**config.mk**
```make
export PLATFORM = sky130hd
export DESIGN_NAME = simon_playback_ctrl
export DESIGN_NICKNAME = d
export VERILOG_FILES = /design/src/rtl/simon_pkg.sv /design/src/rtl/simon_playback_ctrl_lfsr.sv /design/src/rtl/simon_playback_ctrl.sv
export SDC_FILE = /design/constraint.sdc
export NUM_CORES = 1
export LEC_CHECK = 0
export ABC_AREA = 1
export CORE_ASPECT_RATIO = 0.8
export CORE_MARGIN = 5
export CORE_UTILIZATION = 40
export DETAILED_ROUTE_END_ITERATION = 12
export MAX_ROUTING_LAYER = met4
export PLACE_DENSITY = 0.56
export SLEW_MARGIN = 20
export SYNTH_ARGS = -nofsm -noshare
export SYNTH_HDL_FRONTEND = slang
export SYNTH_SLANG_ARGS = --single-unit
```
**constraint.sdc**
```tcl
create_clock -name clk -period 2.24 [get_ports clk]
set_input_delay 0.224 -clock clk [delete_from_list [all_inputs] [get_ports clk]]
set_output_delay 0.224 -clock clk [all_outputs]
set_load 0.02 [all_outputs]
```
**src/rtl/simon_pkg.sv**
```systemverilog
// Shared types and constants for the Simon sequencer slice.
package simon_pkg;

    // Colour codes understood by colour_encoder
    localparam logic [1:0] COL_RED    = 2'b00;
    localparam logic [1:0] COL_BLUE   = 2'b01;
    localparam logic [1:0] COL_YELLOW = 2'b10;
    localparam logic [1:0] COL_GREEN  = 2'b11;

    // Playback sequencer states
    typedef enum logic [1:0] {
        ST_IDLE,
        ST_ON,
        ST_GAP,
        ST_DONE
    } state_t;

    // x^8+x^6+x^5+x^4+1 taps map to bits 7,5,4,3 when shifting left
    localparam logic [7:0] LFSR_SEED = 8'h01;
    localparam logic [7:0] LFSR_TAPS = 8'hB8;

    function automatic logic [7:0] lfsr_next(input logic [7:0] cur);
        return {cur[6:0], ^(cur & LFSR_TAPS)};
    endfunction

endpackage

```
**src/rtl/simon_playback_ctrl_lfsr.sv**
```systemverilog
// Free-running 8-bit Fibonacci LFSR used as the colour source.
module colour_lfsr
    import simon_pkg::*;
(
    input  logic       clk,
    input  logic       rst,
    output logic [7:0] lfsr
);

    // Advance every cycle; reload the seed on reset
    always_ff @(posedge clk) begin
        if (rst) lfsr <= LFSR_SEED;
        else     lfsr <= lfsr_next(lfsr);
    end

endmodule

```
**src/rtl/simon_playback_ctrl.sv**
```systemverilog
// Colour-sequence store and timed playback sequencer.
module simon_playback_ctrl
    import simon_pkg::*;
#(
    parameter int MAX_LEN    = 16,
    parameter int ON_CYCLES  = 12_000_000,
    parameter int OFF_CYCLES = 4_000_000,
    localparam int AW        = $clog2(MAX_LEN)
) (
    input  logic          clk,
    input  logic          rst,
    input  logic          clear,
    input  logic          append,
    input  logic          play,
    input  logic [AW-1:0] rd_idx,
    output logic [1:0]    rd_colour,
    output logic [1:0]    colour,
    output logic          led_en,
    output logic          busy,
    output logic          done,
    output logic [AW:0]   seq_len,
    output logic          full
);

    localparam int CNT_MAX = (ON_CYCLES > OFF_CYCLES) ? ON_CYCLES : OFF_CYCLES;
    localparam int CW      = (CNT_MAX > 1) ? $clog2(CNT_MAX) : 1;

    state_t        state, state_n;
    logic [CW-1:0] cnt, cnt_n;
    logic [AW-1:0] idx, idx_n;
    logic [AW:0]   len_n;
    logic          wr_en;
    logic [7:0]    lfsr;
    logic [5:0]    unused_lfsr_hi;
    logic [1:0]    mem [MAX_LEN];

    colour_lfsr u_lfsr (
        .clk  (clk),
        .rst  (rst),
        .lfsr (lfsr)
    );

    assign unused_lfsr_hi = lfsr[7:2];
    assign rd_colour      = mem[rd_idx];
    // MAX_LEN is a power of two, so the top bit of seq_len alone marks full
    assign full           = seq_len[AW];

    // Next-state, counter, index and length update
    always_comb begin
        state_n = state;
        cnt_n   = cnt;
        idx_n   = idx;
        len_n   = seq_len;
        wr_en   = 1'b0;
        unique case (state)
            ST_IDLE: begin
                if (clear) begin
                    len_n = '0;
                end else if (append) begin
                    if (!full) begin
                        wr_en = 1'b1;
                        len_n = seq_len + (AW+1)'(1);
                    end
                end else if (play) begin
                    if (seq_len == '0) begin
                        state_n = ST_DONE;
                    end else begin
                        state_n = ST_ON;
                        idx_n   = '0;
                        cnt_n   = '0;
                    end
                end
            end
            ST_ON: begin
                if (cnt == CW'(ON_CYCLES - 1)) begin
                    state_n = ST_GAP;
                    cnt_n   = '0;
                end else begin
                    cnt_n = cnt + CW'(1);
                end
            end
            ST_GAP: begin
                if (cnt == CW'(OFF_CYCLES - 1)) begin
                    cnt_n = '0;
                    if ((AW+1)'(idx) == seq_len - (AW+1)'(1)) begin
                        state_n = ST_DONE;
                    end else begin
                        state_n = ST_ON;
                        idx_n   = idx + AW'(1);
                    end
                end else begin
                    cnt_n = cnt + CW'(1);
                end
            end
            ST_DONE: state_n = ST_IDLE;
            default: state_n = ST_IDLE;
        endcase
    end

    // State, counters and outputs; outputs are registered from the next state
    always_ff @(posedge clk) begin
        if (rst) begin
            state   <= ST_IDLE;
            cnt     <= '0;
            idx     <= '0;
            seq_len <= '0;
            colour  <= COL_RED;
            led_en  <= 1'b0;
            busy    <= 1'b0;
            done    <= 1'b0;
        end else begin
            state   <= state_n;
            cnt     <= cnt_n;
            idx     <= idx_n;
            seq_len <= len_n;
            colour  <= (state_n == ST_ON) ? mem[idx_n] : COL_RED;
            led_en  <= (state_n == ST_ON);
            busy    <= (state_n != ST_IDLE);
            done    <= (state_n == ST_DONE);
        end
    end

    // Sequence storage; not reset, seq_len alone marks valid entries
    always_ff @(posedge clk) begin
        if (wr_en) mem[seq_len[AW-1:0]] <= lfsr[1:0];
    end

endmodule

```
==> metrics.md, run 1 <==
| Metric | Value |
|---|---|
| Number of buffers added by the clock tree synthesis step | `9` |
| Placed instance count | `770` |
| Crit Path Category | `reg2reg` |
| Vias per Instance | `about 5` |
| Endpoints failing hold | `0` |
| Number of antenna violations at the first check in global routing | `0` |
| Fin worst setup slack | `-0.0101 ns` |
| Number of antenna repair diodes | `0` |
| Routability congestion estimate from global placement | `approximately 0.92` |
| Worst Hold Class | `reg2reg` |
| Master of the slowest instance on the critical path | `dfxtp_4` |
| Met2 track utilization from global routing | `0.239` |
| Share of the synthesized area in the top cell type | `0.222` |
| Count of buffers inserted at the top-level ports | `21` |
| Most repeated cell in the gate-level netlist after synthesis | `nand2_1` |
| FF/Latch Area | `between 1500 and 2000 um2` |
| Outcome | `complete, but fails checks` |
| Global-route met3 utilization | `0.0342` |
| # H-tree levels | `3` |
| Overflow left after global routing | `0` |
| Arrival time at the worst endpoint | `2.48 ns` |
| Net total in the final layout | `between 600 and 700` |
| Critical-path cell list | `ha_4 -> inv_2 -> nor2_2 -> nand2_2 -> nor2_4 -> nand2_2 -> nor2_4 -> nand2_2 -> nand2_2 -> nand3_4 -> clkbuf_16 -> nand3_1 -> nand2_1 -> nand2_1 -> nand2_1 -> nand2_1 -> nand2_1 -> nor2_1 -> nor2_1` |
| Number of optimization iterations in the first detailed-route pass | `6` |
| Post-route clock period utilization | `1.00` |
| Syn Nets | `593` |
| Width of the chip | `approximately 130 um` |
| Slew HR | `0.648` |
| Number of standard cells in the layout, taps in and fillers out | `795` |
| Post-placement cell area | `5020 um2` |
| Area used by multi-input combinational logic | `between 2000 and 2500 um2` |
| Register clock-pin slew on the reported worst setup and hold paths | `0.06 ns` |
| Total count of max-transition violations in the final report | `0` |
| Setup slack of the most critical reg-to-reg path | `-0.01 ns` |
| Maximum number of pins on one net before global-route repair | `33` |
| Final WL | `between 10000 and 15000 um` |
| Placeable core area | `~11000 um2` |
| Leading post-synthesis cells by cell area | `dfxtp_1 22%, edfxtp_1 22%, nand2_1 10%` |
| Mean area per synthesized cell | `7.52 um2` |
| Std cell rows | `34` |
| CP startpoint kind | `register` |
| Crit path capture type | `register` |
| Remaining antenna violation count after routing | `0` |
| Most frequent cell on the critical path | `nand2_1` |
| Synth top cells by count | `119 x nand2_1, 83 x inv_1, 73 x nor2_1` |
| Fraction of layout instances using a drive strength above 1 | `0.187` |
| Endpoint required time on the critical path | `2.47 ns` |
| Synthesized area | `around 4300 um2` |
| Number of global-route vias before repair | `roughly 3500` |
| Root buffer selected by CTS | `clkbuf_16` |
| Static Leakage | `about 0.0023 uW` |
| Post-synthesis sequential area ratio | `0.444` |
| DRC marker count from the first detailed-route iteration | `roughly 340` |
| Leading register cell type out of synthesis | `dfxtp_1` |
| Number of endpoints failing setup at the final stage | `1` |
| Detailed-route via count | `roughly 4000` |
| Clock latency on the worst-skew pair | `about 0.34 ns` |
| Unrepaired setup endpoints after global routing | `true` |
| Filler cells | `approximately 1100` |
| Share of synthesized registers carrying an async set or reset | `0` |
| Transition time at the pin with the least slew margin | `approximately 0.53 ns` |
| Top achievable clock speed | `around 440 MHz` |
| Overall fraction of global-route tracks in use | `0.177` |
| Worst-case clock skew | `roughly 0.0095 ns` |
| Design Area, Final | `about 5500 um2` |
| Post-synthesis cell count | `approximately 580` |
| First-pass GRT wire length | `around 18000 um` |
| Reported max-cap violation count | `0` |
| CTS tree | `yes` |
| Number of buffers on the longest clock path | `2` |
| Cell taking the most area after synthesis | `dfxtp_1` |
| Violations in the final reports | `negative setup slack` |
| Max incr delay on CP | `about 0.36 ns` |
| Number of top-level pins | `22` |
| Count of different cell masters after synthesis | `39` |
| Power Dens Cells | `roughly 700 nW/um2` |
| Buffers plus inverters on the worst setup path | `2` |
| FF+latch count, synth | `80` |
| Layer with the highest usage after global routing | `met1` |
| Number of synthesized flops with an enable pin | `32` |
| Fin util | `0.516` |
| Worst Path Max Fanout | `6` |
| Place WS | `-0.0950 ns` |
| Crit-path leading delay family | `simple AND/OR/NAND/NOR gates` |
| Die outline area | `13000 um2` |
| GRT met1 Usage | `0.265` |
| DP Wirelength | `about 8400 um` |
| Yosys warns | `0` |
| Number of remaining DRC errors | `0` |
| Chip height | `103 um` |
| Drt wl/cell | `roughly 14 um` |
| Worst VDD drop | `roughly 540 uV` |
| Starting Density | `0.403` |
| Number of sinks on the clock net | `80` |
| P&R area growth vs syn | `28.0%` |
| Clock period minus worst slack | `2.25 ns` |
[per-stage QoR]
step	hold slack [ns]	total power, uW	TNS [ns]
final	0.410	3870	-0.0101
after global routing	0.432	4040	-0.373
after CTS	0.411	3880	0
after detailed placement	0.400	2230	-0.447
after global placement	0.396	2220	-0.0931
after floorplan	0.388	1990	0
[tightest hold or removal path, stage by stage (launching register included)]
cell     delay, ns
dfxtp_1       0.30
inv_1         0.04
nor2_1        0.03
[cells in the final DEF (no fill, tap or decap), types with 7 or more instances in the layout]
master and count:
nand2_1 114, inv_1 76, nor2_1 70, buf_4 46, nand3_1 43, dfxtp_1 43
a21oi_1 39, o21ai_0 33, edfxtp_1 32, clkdlybuf4s50_1 19, nor3_1 14, nand2_2 11
clkbuf_16 10, inv_2 9, nand3b_1 8, nor2_2 7, nand4_1 7
[final cells by class]
type                    instances  area share
repair buffers                 74       0.126
flip-flops and latches         80       0.349
clock buffers                   9      0.0407
clock inverters                 7      0.0194
well taps                     144      0.0325
multi-input cells             396       0.375
inverters                      85      0.0576
[metal layers]
layer / share of wire / vias up
met2: 0.40 / 115
met4: 0.011 / 0
met5: 0 / -
met3: 0.060 / 9
li1: - / 2028
met1: 0.52 / 1813
[path summary, 6_finish.rpt]
kind / end / cells past startpoint / startpoint
worst max-delay path: colour[1] / 19 / cnt[1]
worst min-delay path: u_lfsr.lfsr[3] / 2 / u_lfsr.lfsr[2]
worst max register to register: colour[1] / 19 / cnt[1]
worst min register to register: u_lfsr.lfsr[3] / 2 / u_lfsr.lfsr[2]
[sequential cells by signal (all words and copies together) (netlist names)]
signal,count
busy,1
cnt,24
colour,2
done,1
idx,4
led_en,1
mem,32
seq_len,5
state,2
u_lfsr.lfsr,8
[kinds of logic (layout without fill, tap and decap cells)]
group / count (synthesis) / count (layout) / synth area share
xor gates and xnor gates: 5 / 5 / 0.0101
DFF: 80 / 80 / 0.444
AOI/OAI and AO/OA: 89 / 89 / 0.117
adders and majority gates: 9 / 9 / 0.0260
buffers and inverters: 99 / 175 / 0.0920
and+or+nand+nor: 293 / 293 / 0.310
[report_power, final]
part	total, uW	leakage [uW]	switching [uW]	internal, uW
clock	1630	0.000160	631	999
sequential	1600	0.000681	34.2	1560
combinational	638	0.00142	377	261
[what timing repair did]
item,in CTS,in global routing
pin swaps,1,9
setup buffers,1,7
hold endpoints to repair,0,0
setup endpoints to repair,2,15
hold buffers,0,0
cloned,0,1
gates resized for setup,4,27
(Power assumes the default switching activity.)
==> run 2, diff against run 1 <==
Settings changed: CORE_ASPECT_RATIO 0.8 to 1.75, CORE_UTILIZATION 40 to 54, PLACE_DENSITY 0.56 to 0.73.
==> run 2 against run 1 <==
Largest power group is now sequential cells. Largest cell class unchanged. Register-to-register slack got worse by 0.04 ns. Via count is 2.6% higher. Sequential power is essentially flat. Clock skew is 0.0024 ns lower. Total power decreased by 1.5%. Design area down 2.7%. The run still ends with negative setup slack left. Core utilization up 17 points. First-iteration DRC count fell by 16%. Routed wire length is 3.3% higher. Flip-flop and latch count is the same.
==> metrics.md, run 2 (synthesized netlist as in run 1, its figures left out) <==
| Metric | Value |
|---|---|
| Outcome | `complete, but fails checks` |
| Violations in the final reports | `negative setup slack` |
| Fraction of layout instances using a drive strength above 1 | `0.177` |
| Placeable core area | `about 8000 um2` |
| Static Leakage | `0.00220 uW` |
| Post-route clock period utilization | `1.02` |
| Worst VDD drop | `~480 uV` |
| Number of antenna violations at the first check in global routing | `0` |
| DRC marker count from the first detailed-route iteration | `290` |
| Final WL | `about 11000 um` |
| Maximum number of pins on one net before global-route repair | `33` |
| Crit path capture type | `register` |
| Register clock-pin slew on the reported worst setup and hold paths | `roughly 0.060 ns` |
| Root buffer selected by CTS | `clkbuf_16` |
| Remaining antenna violation count after routing | `0` |
| CP startpoint kind | `register` |
| Number of buffers on the longest clock path | `2` |
| Clock latency on the worst-skew pair | `about 0.34 ns` |
| Top achievable clock speed | `437 MHz` |
| Number of sinks on the clock net | `80` |
| Setup slack of the most critical reg-to-reg path | `-0.05 ns` |
| Starting Density | `0.551` |
| P&R area growth vs syn | `24.6%` |
| Number of remaining DRC errors | `0` |
| Most common cell after layout, fill and taps aside | `nand2_1` |
| Number of optimization iterations in the first detailed-route pass | `5` |
| Die outline area | `9970 um2` |
| Worst-case clock skew | `0.00717 ns` |
| Endpoints failing hold | `0` |
| Setup_tns | `-0.0856 ns` |
| Routed met3 length | `between 300 and 400 um` |
| Fin worst setup slack | `-0.0502 ns` |
| Highest metal layer with signal wires | `met4` |
| # H-tree levels | `3` |
| Number of antenna repair diodes | `0` |
| Detailed-route via count | `4068` |
| Number of global-route vias before repair | `between 4000 and 5000` |
| Max FFs per register | `32` |
| Reported max-cap violation count | `0` |
| Drt wl/cell | `about 16 um` |
| Highest-count cells in the layout ignoring fill and taps | `114 x nand2_1, 76 x inv_1, 70 x nor2_1, 45 x dfxtp_1, 40 x nand3_1` |
| Number of endpoints failing setup at the final stage | `2` |
| Width of the chip | `between 70 and 80 um` |
| Wire length on met2 | `~6400 um` |
| Fin util | `0.686` |
| Total count of max-transition violations in the final report | `0` |
| Number of top-level pins | `22` |
| Startpoint of the worst-slack reg-to-reg timing path | `seq_len[0]` |
| Placed instance count | `just over 700` |
| DP Wirelength | `8680 um` |
| Crit Path Category | `reg2reg` |
| Vias per Instance | `between 5 and 6` |
| Net total in the final layout | `roughly 660` |
| Place WS | `-0.134 ns` |
| Routability congestion estimate from global placement | `0.984` |
| CTS Hold Bufs | `0` |
| Transition time at the pin with the least slew margin | `between 0.6 and 0.7 ns` |
| Total power | `about 3800 uW` |
| Power Dens Cells | `707 nW/um2` |
| Overflow left after global routing | `0` |
| CP startpoint | `seq_len[0]` |
| Slew HR | `0.587` |
| Reg-to-Reg End | `colour[1]` |
| M1 wire length | `3810 um` |
| Arrival time at the worst endpoint | `about 2.5 ns` |
| Worst Path Max Fanout | `4` |
| Number of cells on the worst reg-to-reg path | `18` |
| Chip height | `128 um` |
| Number of buffers added by the clock tree synthesis step | `9` |
| Count of buffers inserted at the top-level ports | `21` |
| Std cell rows | `43` |
| Filler cells | `roughly 660` |
| Overall fraction of global-route tracks in use | `0.249` |
| Unrepaired setup endpoints after global routing | `true` |
| Clock period minus worst slack | `2.29 ns` |
| Endpoint required time on the critical path | `2.47 ns` |
| CTS tree | `yes` |
| Number of standard cells in the layout, taps in and fillers out | `between 700 and 800` |
| Worst Hold Class | `reg2reg` |
| Worst Setup EP | `colour[1]` |
| First-pass GRT wire length | `19000 um` |
| Start point of the worst min-delay path | `u_lfsr.lfsr[2]` |
## run 2: changes by cell type in the layout (fill, tap and decap cells not counted), sizes merged
cell / change
buf: -8
inv: -4
a21oi: +1
clkbuf: +1
clkinv: +1
clkinvlp: +1
## run 2: area by class of cell
type / instances / area (um2) / share of cell area
Sequential cell: 80 / 1930 / 0.357
Clock inverter: 5 / 80.1 / 0.0149
Tap cell: 90 / 113 / 0.0209
Inverter: 85 / 319 / 0.0592
Clock buffer: 11 / 243 / 0.0451
Timing Repair Buffer: 65 / 586 / 0.109
Multi-Input combinational cell: 397 / 2120 / 0.394
## run 2: worst min path at each step
stage	slack, ns	cells after the start	to
after detailed placement	0.40	2	u_lfsr.lfsr[3]
final	0.41	2	u_lfsr.lfsr[3]
after global routing	0.44	2	u_lfsr.lfsr[3]
after floorplan	0.39	2	u_lfsr.lfsr[3]
after CTS	0.41	2	u_lfsr.lfsr[3]
after global placement	0.39	2	u_lfsr.lfsr[7]
## run 2: where the power goes
part	internal, uW	leakage, uW	switching (uW)
sequential	1560	0.000680	36.6
combinational	251	0.00137	390
clock	1000	0.000152	564
## run 2: what timing repair did
item                       CTS  global route
gates resized for setup     14            24
setup endpoints to repair    2            14
pin swaps                   11             8
buffers inserted             1             3
gates cloned                 1             0
## run 2: layer usage
metal,track usage,up-vias
li1,-,2021
met1,0.213,1856
met2,0.462,129
met3,0.0420,62
met4,0.192,0
met5,-,-
## run 2: worst max-delay path, cell delays in order, from the launching register on
cell	delay, ns
dfxtp_2	0.35
inv_2	0.05
ha_4	0.27
nor2_1	0.05
nor2_1	0.15
nand2_1	0.09
nor2_2	0.13
nand3_4	0.12
buf_6	0.14
buf_4	0.13
nand4_1	0.08
nand3_2	0.07
nand2_2	0.08
inv_2	0.05
buf_4	0.13
nand2_1	0.06
nand2_1	0.07
nor2_1	0.09
nor2_1	0.06
## run 2: per-stage QoR
step / hold WS (ns) / instance area, um2
3_5_place_dp: 0.399 / 4900
5_1_grt: 0.444 / 5390
2_1_floorplan: 0.388 / 4330
6_report: 0.409 / 5390
4_1_cts: 0.410 / 5290
3_3_place_gp: 0.393 / 4900
==> run 3, diff against run 2 <==
Settings changed: CELL_PAD_IN_SITES_DETAIL_PLACEMENT from default to 0, CELL_PAD_IN_SITES_GLOBAL_PLACEMENT from default to 1, CORE_MARGIN 5 to default, CORE_UTILIZATION 54 to 40, PLACE_DENSITY 0.73 to 0.72.
==> run 3 against run 2 <==
Flip-flop and latch count is the same. Setup slack improved by 0.12 ns. Sequential share of layout area decreased by 0.56 points. Global-route usage decreased by 0.81 points. The run now ends clean. Largest power group unchanged.
==> metrics.md, run 3 (synthesized netlist as in run 1, its figures left out) <==
| Metric | Value |
|---|---|
| Placed instance count | `760` |
| Endpoints failing hold | `0` |
| Number of global-route vias before repair | `a little over 4000` |
| Outcome | `finished, final reports clean` |
| Slew HR | `0.564` |
| # H-tree levels | `3` |
| Overflow left after global routing | `0` |
| End point of the worst hold path | `u_lfsr.lfsr[3]` |
| Vias per Instance | `5.15` |
| Fraction of layout instances using a drive strength above 1 | `0.187` |
| Place WS | `-0.171 ns` |
| CTS tree | `yes` |
| Arrival time at the worst endpoint | `2.44 ns` |
| Overall fraction of global-route tracks in use | `0.241` |
| Worst VDD drop | `~550 uV` |
| Number of sinks on the clock net | `80` |
| Clock period minus worst slack | `approximately 2.2 ns` |
| Register clock-pin slew on the reported worst setup and hold paths | `around 0.060 ns` |
| Reported max-cap violation count | `0` |
| Starting Density | `0.415` |
| Endpoint required time on the critical path | `2.51 ns` |
| Worst-case clock skew | `about 0.0072 ns` |
| Placeable core area | `between 10000 and 15000 um2` |
| Filler cells | `roughly 1000` |
| Most common cell after layout, fill and taps aside | `nand2_1` |
| Final WL | `roughly 12000 um` |
| Number of antenna violations at the first check in global routing | `0` |
| Static Leakage | `0.00226 uW` |
| Routability congestion estimate from global placement | `just under 0.9` |
| Top achievable clock speed | `roughly 460 MHz` |
| Root buffer selected by CTS | `clkbuf_16` |
| Worst Hold Class | `reg2reg` |
| Std cell rows | `49` |
| Number of antenna repair diodes | `0` |
| Fin worst setup slack | `about 0.066 ns` |
| Post-route clock period utilization | `0.970` |
| First-pass GRT wire length | `between 15000 and 20000 um` |
| Drt wl/cell | `about 16 um` |
| Number of buffers added by the clock tree synthesis step | `9` |
| Chip height | `approximately 140 um` |
| Die outline area | `11200 um2` |
| Remaining antenna violation count after routing | `0` |
| Number of endpoints failing setup at the final stage | `0` |
| Clock latency on the worst-skew pair | `between 0.3 and 0.4 ns` |
| Reg-to-Reg End | `colour[0]` |
| Highest-count cells in the layout ignoring fill and taps | `115 x nand2_1, 80 x inv_1, 70 x nor2_1, 56 x buf_4, 45 x dfxtp_1` |
| DP Wirelength | `between 9000 and 10000 um` |
| Number of standard cells in the layout, taps in and fillers out | `approximately 800` |
| Transition time at the pin with the least slew margin | `0.648 ns` |
| Worst Path Max Fanout | `8` |
| DRC marker count from the first detailed-route iteration | `between 150 and 200` |
| Startpoint of the worst-slack reg-to-reg timing path | `cnt[1]` |
| Total count of max-transition violations in the final report | `0` |
| Number of remaining DRC errors | `0` |
| Crit Path Category | `reg2reg` |
| Max FFs per register | `32` |
| Width of the chip | `roughly 81 um` |
| Worst hold path cell count | `2` |
| Start point of the worst min-delay path | `u_lfsr.lfsr[2]` |
| Number of cells on the worst reg-to-reg path | `18` |
| Maximum number of pins on one net before global-route repair | `33` |
| Number of top-level pins | `22` |
| Unrepaired setup endpoints after global routing | `true` |
| Detailed-route via count | `4040` |
| Crit path capture type | `register` |
| Power Dens Cells | `676 nW/um2` |
| Setup slack of the most critical reg-to-reg path | `roughly 0.066 ns` |
| P&R area growth vs syn | `26.6%` |
| CP startpoint kind | `register` |
| Setup_tns | `0 ns` |
| Net total in the final layout | `671` |
| Number of buffers on the longest clock path | `2` |
| Number of optimization iterations in the first detailed-route pass | `4` |
| Fin util | `0.525` |
| Count of buffers inserted at the top-level ports | `21` |
| CP startpoint | `cnt[1]` |
[run 3: metrics by stage]
step           hold slack, ns  instance area [um2]  power, uW
2_1_floorplan           0.388                 4330       1990
3_3_place_gp            0.391                 5030       2240
3_5_place_dp            0.400                 5030       2250
4_1_cts                 0.402                 5390       3740
5_1_grt                 0.419                 5470       3880
6_report                0.403                 5470       3700
[run 3: how the worst max path moves through the flow]
| stage | cells past startpoint | slack [ns] | to |
|---|---|---|---|
| global placement | 18 | -0.13 | colour[1] |
| CTS | 19 | -0.01 | colour[1] |
| global route | 18 | -0.12 | colour[1] |
| finish | 18 | 0.07 | colour[0] |
| floorplan | 20 | 0.05 | colour[0] |
| detailed placement | 18 | -0.17 | colour[1] |
[run 3: area by class of cell]
cell class	instances	area (um2)	area share
multi-input combinational	396	2080	0.379
sequential	80	1930	0.352
timing repair buffer	81	698	0.128
inverter	85	319	0.0583
clock buffer	10	229	0.0418
tap	127	159	0.0290
clock inverter	6	66.3	0.0121
[run 3: worst max-delay path, stage by stage (launching register included)]
cell     delay (ns)
dfxtp_1        0.33
ha_1           0.14
inv_1          0.05
nor2_2         0.12
nand2_2        0.09
nor2_4         0.14
inv_1          0.11
nor2_4         0.12
nand2_1        0.07
nand2_1        0.06
nand2_1        0.09
a21oi_4        0.27
buf_4          0.17
nand2_1        0.05
nand2_1        0.05
nand2_1        0.05
nand2_1        0.06
nor2_1         0.04
nor2_1         0.10
[run 3: timing repair]
action	CTS	global route
pin swaps	15	11
cloned	1	0
endpoints found under the setup margin	2	14
resized for setup	8	16
buffers inserted	4	4
hold buffers	0	0
[run 3: routing by layer]
metal  global-route usage  vias to the layer above  routed length (um)
met5                    -                        -                   0
met3               0.0367                       42                 228
met4                0.170                        0                 820
li1                     -                     2042                   -
met2                0.459                       72                7160
met1                0.200                     1884                4070
[run 3: report_power, final]
group          switching, uW  leakage, uW  internal, uW
clock network            588     0.000144           870
registers               36.1     0.000680          1560
logic                    377      0.00144           266
